`config.mk`:
```
export PLATFORM = sky130hd
export DESIGN_NAME = transferstb_req_flat
export DESIGN_NICKNAME = d
export VERILOG_FILES = /design/src/rtl/transferstb_pkg.sv /design/src/rtl/transferstb_req_if.sv /design/src/rtl/transferstb_chan.sv /design/src/rtl/transferstb_req.sv /design/src/flat_wrapper.sv
export SDC_FILE = /design/constraint.sdc
export NUM_CORES = 1
export LEC_CHECK = 0
export BUFFER_PORTS_ARGS = -buffer_cell sky130_fd_sc_hd__buf_4
export CORE_ASPECT_RATIO = 2
export CORE_UTILIZATION = 34
export DETAILED_ROUTE_END_ITERATION = 12
export PLACE_DENSITY = 0.59
export SYNTH_ARGS = -nofsm -noshare
export SYNTH_HDL_FRONTEND = slang
export SYNTH_SLANG_ARGS = --single-unit
```
`constraint.sdc`:
```
create_clock -name i_clk -period 2 [get_ports i_clk]
set_input_delay 0.1 -clock i_clk [delete_from_list [all_inputs] [get_ports i_clk]]
set_output_delay 0.1 -clock i_clk [all_outputs]
set_load 0.05 [all_outputs]
```
`src/rtl/transferstb_pkg.sv`:
```
// Shared definitions for the strobe-to-handshake engine: channel state encoding
// and the default ack synchroniser depth.
package transferstb_pkg;

   localparam int NFF_DEFAULT = 2;

   typedef enum logic [1:0] {
      IDLE    = 2'b00,
      REQ     = 2'b01,
      RELEASE = 2'b10
   } chan_state_e;

endpackage

```
`src/rtl/transferstb_req_if.sv`:
```
// Strobe/handshake bundle between producer logic, the engine and the foreign domain.
// master = the engine side, slave = everything that drives strobes and acks.
interface transferstb_req_if #(
   parameter int NCH = 4,
   parameter int CW  = 8
);

   logic [NCH-1:0]    i_stb;
   logic [NCH-1:0]    o_req;
   logic [NCH-1:0]    i_ack;
   logic [NCH-1:0]    o_busy;
   logic [NCH-1:0]    o_done;
   logic              i_clr_drops;
   logic [NCH*CW-1:0] o_drops;

   modport master (
      input  i_stb, i_ack, i_clr_drops,
      output o_req, o_busy, o_done, o_drops
   );

   modport slave (
      output i_stb, i_ack, i_clr_drops,
      input  o_req, o_busy, o_done, o_drops
   );

endinterface

```
`src/rtl/transferstb_chan.sv`:
```
// One strobe channel: ack synchroniser, four-phase req FSM, pending flag and,
// with TRANSFERSTB_COUNT_EN defined, a saturating dropped-strobe counter.
module transferstb_chan
   import transferstb_pkg::*;
#(
   parameter int NFF = NFF_DEFAULT
`ifdef TRANSFERSTB_COUNT_EN
   ,
   parameter int CW  = 8
`endif
) (
   input  logic          i_clk,
   input  logic          i_reset,
   input  logic          i_stb,
   input  logic          i_ack,
   output logic          o_req,
   output logic          o_busy,
   output logic          o_done
`ifdef TRANSFERSTB_COUNT_EN
   ,
   input  logic          i_clr_drops,
   output logic [CW-1:0] o_drops
`endif
);

   logic [NFF-1:0] ack_sync;
   logic           ack_s;
   chan_state_e    state_q, state_d;
   logic           pend_q, pend_d;

   assign ack_s = ack_sync[NFF-1];

   // NOTE: sequential state uses non-blocking assignments only, so every flop
   // samples the pre-edge values regardless of statement order.
   always_ff @(posedge i_clk) begin
      if (i_reset) begin
         ack_sync <= '0;
         state_q  <= IDLE;
         pend_q   <= 1'b0;
      end else begin
         ack_sync <= {ack_sync[NFF-2:0], i_ack};
         state_q  <= state_d;
         pend_q   <= pend_d;
      end
   end

   // NOTE: every output of this block gets a default first; a path that left
   // one unassigned would infer a latch.
   always_comb begin
      state_d = state_q;
      pend_d  = pend_q;
      o_done  = 1'b0;
      case (state_q)
         IDLE: begin
            // A high ack_s here is left over from a reset mid-handshake.
            if (i_stb || pend_q) begin
               if (!ack_s) begin
                  state_d = REQ;
                  pend_d  = 1'b0;
               end else begin
                  pend_d  = 1'b1;
               end
            end
         end
         REQ: begin
            if (i_stb) pend_d = 1'b1;
            if (ack_s) state_d = RELEASE;
         end
         RELEASE: begin
            if (!ack_s) begin
               o_done = 1'b1;
               if (i_stb || pend_q) begin
                  state_d = REQ;
                  pend_d  = 1'b0;
               end else begin
                  state_d = IDLE;
               end
            end else if (i_stb) begin
               pend_d = 1'b1;
            end
         end
         default: state_d = IDLE;
      endcase
   end

   assign o_req  = (state_q == REQ);
   assign o_busy = (state_q != IDLE) || pend_q;

`ifdef TRANSFERSTB_COUNT_EN
   // A strobe is lost whenever one is already waiting, including the cycle the
   // waiting one is consumed.
   logic          drop;
   logic [CW-1:0] drops_q;

   assign drop = i_stb && pend_q;

   always_ff @(posedge i_clk) begin
      if (i_reset) begin
         drops_q <= '0;
      end else if (i_clr_drops) begin
         drops_q <= CW'(drop);
      end else if (drop && (drops_q != '1)) begin
         drops_q <= drops_q + 1'b1;
      end
   end

   assign o_drops = drops_q;
`endif

endmodule

```
`src/rtl/transferstb_req.sv`:
```
// Multi-channel strobe-to-four-phase-handshake engine, one transferstb_chan per
// channel. Drop counters exist only when TRANSFERSTB_COUNT_EN is defined.
module transferstb_req
   import transferstb_pkg::*;
#(
   parameter int NCH = 4,
   parameter int NFF = NFF_DEFAULT,
   parameter int CW  = 8
) (
   input  logic              i_clk,
   input  logic              i_reset,
   transferstb_req_if.master bus
);

   for (genvar k = 0; k < NCH; k++) begin : g_chan
      transferstb_chan #(
         .NFF (NFF)
`ifdef TRANSFERSTB_COUNT_EN
         ,
         .CW  (CW)
`endif
      ) u_chan (
         .i_clk       (i_clk),
         .i_reset     (i_reset),
         .i_stb       (bus.i_stb[k]),
         .i_ack       (bus.i_ack[k]),
         .o_req       (bus.o_req[k]),
         .o_busy      (bus.o_busy[k]),
         .o_done      (bus.o_done[k])
`ifdef TRANSFERSTB_COUNT_EN
         ,
         .i_clr_drops (bus.i_clr_drops),
         .o_drops     (bus.o_drops[k*CW +: CW])
`endif
      );
   end

`ifndef TRANSFERSTB_COUNT_EN
   assign bus.o_drops = {(NCH*CW){1'b0}};
`endif

endmodule
```
`src/flat_wrapper.sv`:
```
// flat-port wrapper written by rule: the top's interface ports become plain ports
module transferstb_req_flat import transferstb_pkg::*;
#(
   parameter int NCH = 4,
   parameter int NFF = NFF_DEFAULT,
   parameter int CW  = 8
)
  (i_clk, i_reset, bus_i_stb, bus_i_ack, bus_i_clr_drops, bus_o_req, bus_o_busy, bus_o_done, bus_o_drops);
  transferstb_req_if #(.NCH(NCH), .CW(CW)) bus_i ();
  input  logic i_clk;
  input  logic i_reset;
  input wire logic [$bits(bus_i.i_stb)-1:0] bus_i_stb;
  input wire logic [$bits(bus_i.i_ack)-1:0] bus_i_ack;
  input wire logic [$bits(bus_i.i_clr_drops)-1:0] bus_i_clr_drops;
  output wire logic [$bits(bus_i.o_req)-1:0] bus_o_req;
  output wire logic [$bits(bus_i.o_busy)-1:0] bus_o_busy;
  output wire logic [$bits(bus_i.o_done)-1:0] bus_o_done;
  output wire logic [$bits(bus_i.o_drops)-1:0] bus_o_drops;
  assign bus_i.i_stb = bus_i_stb;
  assign bus_i.i_ack = bus_i_ack;
  assign bus_i.i_clr_drops = bus_i_clr_drops;
  assign bus_o_req = bus_i.o_req;
  assign bus_o_busy = bus_i.o_busy;
  assign bus_o_done = bus_i.o_done;
  assign bus_o_drops = bus_i.o_drops;
  transferstb_req #(.NCH(NCH), .NFF(NFF), .CW(CW)) u_core (.i_clk(i_clk), .i_reset(i_reset), .bus(bus_i));
endmodule
```
# Word-level counts from Yosys, hierarchy flattened
# Cells that the tools add are included.
# totals
register_bits	20
input_bits	11
out_inout_bits	44
word_cells	124
# classes
eq_ne	28
mux	56
n_reduce_logical	28
# ops
op	n
$mux 1	32
$mux 2	16
$ne 2x2->1 const B	12
$pmux 2 s3	4
$reduce_and 4->1	4
$ne 3x3->1 const B	4
$pmux 1 s3	4
$reduce_and 3->1	4
$reduce_bool 3->1	4
$eq 2x1->1 const B	4
$eq 2x2->1 const B	4
$logic_not 2->1	4
$logic_or 1x1->1	8
$ne 2x1->1 const B	4
$reduce_bool 2->1	4

# Logic depth before layout (Yosys ltp)
# logic_depth
ltp_word	4
mapped_depth	6
ltp_nobuf	6

# Modules after synthesis
# A second synthesis with hierarchy kept.
# hier_totals
cells_unflattened	175
area_unflattened_um2	1530.2
# modules_own_cells
mod	instances	cells_per_inst	area_each_um2	seq_area_each_um2
transferstb_chan (u_core.g_chan[2].u_chan ...)	2	39	344.1	100.1
transferstb_chan (u_core.g_chan[0].u_chan ...)	2	32	299.0	100.1
transferstb_req	1	33	244.0	0.0

# Worst setup path after synthesis
# OpenSTA, ideal clock, no wires.
# synth_timing
path_type	register to register
from	register u_core.g_chan[1].u_chan.state_q[0]
to	register u_core.g_chan[1].u_chan.state_q[0]
setup_ns	0.060
arrival_time_ns	1.442
t_required_ns	1.940
setup_slack_ns	0.498
stages_incl_launch_ff	6
n_path_buf	0
period_less_slack_ns	1.502
cell_sequence	dfxtp_1 -> inv_1 -> ha_1 -> a211o_2 -> a2111oi_2 -> a41o_1
# synth_via
elab_chain_cells	3
elab_cells_between_ends	9
cone_classes	eq/ne (6); mux (1); reduce/logical (2)
# synth_rtl
item	line	text
start: declaration	transferstb_chan.sv:28	chan_state_e state_q, state_d;
start signal: assignment	transferstb_chan.sv:42	state_q <= state_d;
$eq 2x2->1 (tied with other cells)	transferstb_chan.sv:53	case (state_q)
$ne 2x2->1 (no line) or $ne 2x1->1 (tied branches)	-	
$reduce_and 4->1 (no line)	-	
# Several ways; a longest one is shown, not always the timed one.
# A chain may end at the register's enable or synchronous reset.

# Worst setup path after layout
# Same ends and word-level chain as after synthesis.

==> results by group <==
Detailed routing
  • Initial DRT Pass Iterations: 4
  • Drt total wl: ~2700 microns
  • DR vias: roughly 1200
  • Initial DRC Count: 16
  • DRC Markers: 0
  • Routed WL per cell: roughly 11 microns
  • Final ANT Viol Nets: 0
  • Via-to-Cell Ratio: roughly 4.6

Clocking
  • Clk buf depth: 2
  • Clock Sinks: 20
  • CTS tree: built
  • CTS buffer count: 3
  • Hold Buf Count CTS: 0
  • Post CTS Setup Buffer Count: 0
  • Clock-pin slew on the worst setup and hold paths: 70 ps
  • Max H-tree Level: 1
  • Clk_lat worst skew: around 250 ps
  • Clk root buf: clkbuf_8
  • Post-CTS Resized: 0

Critical path
  • Critical Path End Type: register
  • CP max FO: 6
  • Critical path type: reg2reg
  • Worst EP arrival: ~1800 ps
  • WP data required: 2200 ps
  • Startpoint Class: register

Timing
  • Tmin final: roughly 1600 ps
  • Fmax: 620 MHz
  • Hold violation count in the final report: 0
  • Setup TNS Final: 0 ps
  • Worst clock skew: around 1.7 ps
  • RSZ-0062 raised after global routing: no
  • Tcrit/Tclk final: 80.6%
  • Setup WS post-layout: a little under 400 ps
  • Final Slew Violations: 0
  • Worst hold slack: 53.9 ps
  • Setup Viol. Count Final: 0

Final layout
  • Area Overhead vs Synth: 3.74%
  • Ant. Diodes: 0
  • Layout cells sized above 1: between 15 and 20%
  • Fin util: 36.6%
  • Final #Nets: about 230
  • Layout Cells excl Fill: approximately 260
  • Multi-input logic area: 906 sq um
  • Layout filler cell count: ~500
  • Reg area: roughly 400 sq um

Yosys
  • Post-synth top area share: 24.9%
  • Synth area leader: dfxtp_1
  • Synth top area cells: dfxtp_1 25%, buf_4 21%, ha_1 16%, nor2b_1 5.5%, inv_1 4.7%
  • Synth Area in Compound Gates: a little over a fifth
  • Seq/Total Area, Yosys: about a quarter
  • Ys Warns: 0
  • Post-synth EDFFs: 0
  • Ys async rst share: 0%
  • Mux cell area share after synthesis: 0%
  • Library cells used by synthesis: 26
  • Mean Syn Cell Area: 8.41 sq um
  • Xor/xnor cell area share of the yosys netlist: 0%
  • Ys flop type: dfxtp_1
  • Top cells by count, synth: 44 x buf_4, 20 x dfxtp_1, 20 x ha_1, 20 x inv_1, 14 x nor2b_1
  • Post-Synthesis Cells: between 150 and 200
  • Adder-Cell Fraction of Synth Area: 15.6%
  • Largest family of logic cells by synthesized area: buffers and inverters
  • Cell area after synthesis: ~1600 sq um
  • Synthesized flop and latch total: 20
  • Simple-Gate Fraction of Synth Area: between 10% and 20%
  • Most common cell in the synthesized netlist: buf_4

Power and ir drop
  • Combinational group share of total power: 57.2%
  • Pleak: 0.773 nW
  • P_sw: between 0.9 and 1 mW
  • PD cells: around 1100 nW/um^2
  • Internal Power: 0.959 mW
  • Net Sw Frac: roughly half
  • Clock power frac: 16.0%
  • VDD IR max: between 0.4 and 0.5 mV
  • Seq pwr share: 26.8%

Die
  • Die Wd: ~51 microns
  • DIE HEIGHT: roughly 99 microns
  • CORE AREA: around 4600 sq um
  • Initial Util: 35.3%
  • Rows: 35
  • IO Count: 55
  • Die area: 5020 sq um

Global route
  • Largest net degree at the start of global routing: 25
  • Vias in the first global route: approximately 1100
  • Gr usage total: 11.2%
  • GR Util met1: approximately a tenth
  • Initial antenna violation count: 0
  • First-pass GRT wire length: approximately 4400 microns
  • Met2 usage: 22.1%
  • GRT Residual Overflow: 0
  • Met3 usage: under 10%
  • Most Used Layer, Global Route: met2

Status
  • Status: completed

Run
  • Max cap viols: 0

Placed design
  • Inst Count DP: roughly 250
  • Port-buffer cells: 21
  • Setup WS pre-CTS: between 300 and 400 ps
  • Gpl congestion: approximately 0.84
  • DPL Wire Length: roughly 2200 microns

Worst hold path
  • Min-Delay Path Class: in2reg
[worst max-delay path: stages, from the launching register on]
cell	delay (ps)
dfxtp_1	380
inv_1	90
ha_1	280
a211o_2	340
a2111oi_2	350
a41o_1	120
[sequential cells by signal, indices dropped and copies added, names as in the netlist]
| name | count |
|---|---|
| u_core.g_chan.u_chan.ack_sync | 8 |
| u_core.g_chan.u_chan.state_q | 8 |
| u_core.g_chan.u_chan.pend_q | 4 |
[logic make-up (layout without fill, tap and decap cells)]
family / after synthesis / in the layout
flops: 20 / 20
simple gates: 37 / 37
buf+inv: 67 / 46
compound gates: 46 / 46
fa+ha+maj: 20 / 20
other cells: 1 / 32
[worst paths after layout]
kind              slack, ps  cells after the start                           startpoint                             endpoint
setup / recovery        390                      5   u_core.g_chan[1].u_chan.state_q[0]   u_core.g_chan[1].u_chan.state_q[0]
setup reg to reg        390                      5   u_core.g_chan[1].u_chan.state_q[0]   u_core.g_chan[1].u_chan.state_q[0]
hold / removal           50                      2                         bus_i_ack[0]  u_core.g_chan[0].u_chan.ack_sync[0]
hold reg to reg         450                      1  u_core.g_chan[2].u_chan.ack_sync[0]  u_core.g_chan[2].u_chan.ack_sync[1]
[power by group through the flow]
stage / clock network, mW / logic [mW] / registers (mW)
after floorplan: 0 / 0.997 / 0.497
after global placement: 0 / 1.06 / 0.508
after detailed placement: 0 / 1.07 / 0.509
after CTS: 0.311 / 1.07 / 0.499
after global routing: 0.328 / 1.15 / 0.507
final: 0.299 / 1.07 / 0.498
[stage by stage]
stage                     power [mW]  cell area [sq um]
final                           1.86               1670
after global routing            1.98               1670
after CTS                       1.88               1670
after detailed placement        1.58               1610
after global placement          1.57               1610
after floorplan                 1.49               1720
[cell usage in the layout, fill, tap and decap left out]
cell type	synthesis	layout
or3_4	1	1
a41o_1	1	1
a21o_2	1	1
o41ai_1	3	3
conb_1	1	32
o21a_1	1	1
o221a_2	4	4
nor2_1	11	11
o21ai_0	8	8
and2b_2	1	1
buf_4	44	21
inv_1	20	20
nor2b_1	14	14
a2111oi_2	1	1
o221ai_1	3	3
a211oi_1	8	8
a22oi_1	4	4
a21o_1	3	3
inv_2	1	1
a21oi_1	8	8
nor3_1	6	6
dfxtp_1	20	20
a211o_2	1	1
nand2_1	4	4
clkbuf_8	0	4
ha_1	20	20
[layer usage]
metal	wire length (microns)	vias to the layer above
li1	-	593
met1	1000	545
met2	1520	42
met3	136	4
met4	55	0
met5	0	-
[layout make-up]
type,instances,area share [%]
Clock buffer,4,3.30
Inverter,21,4.73
Multi-Input combinational cell,135,54.4
Sequential cell,20,24.0
Tap cell,55,4.13
Timing Repair Buffer,21,9.46
No activity file was read; power rests on OpenSTA's default activity.
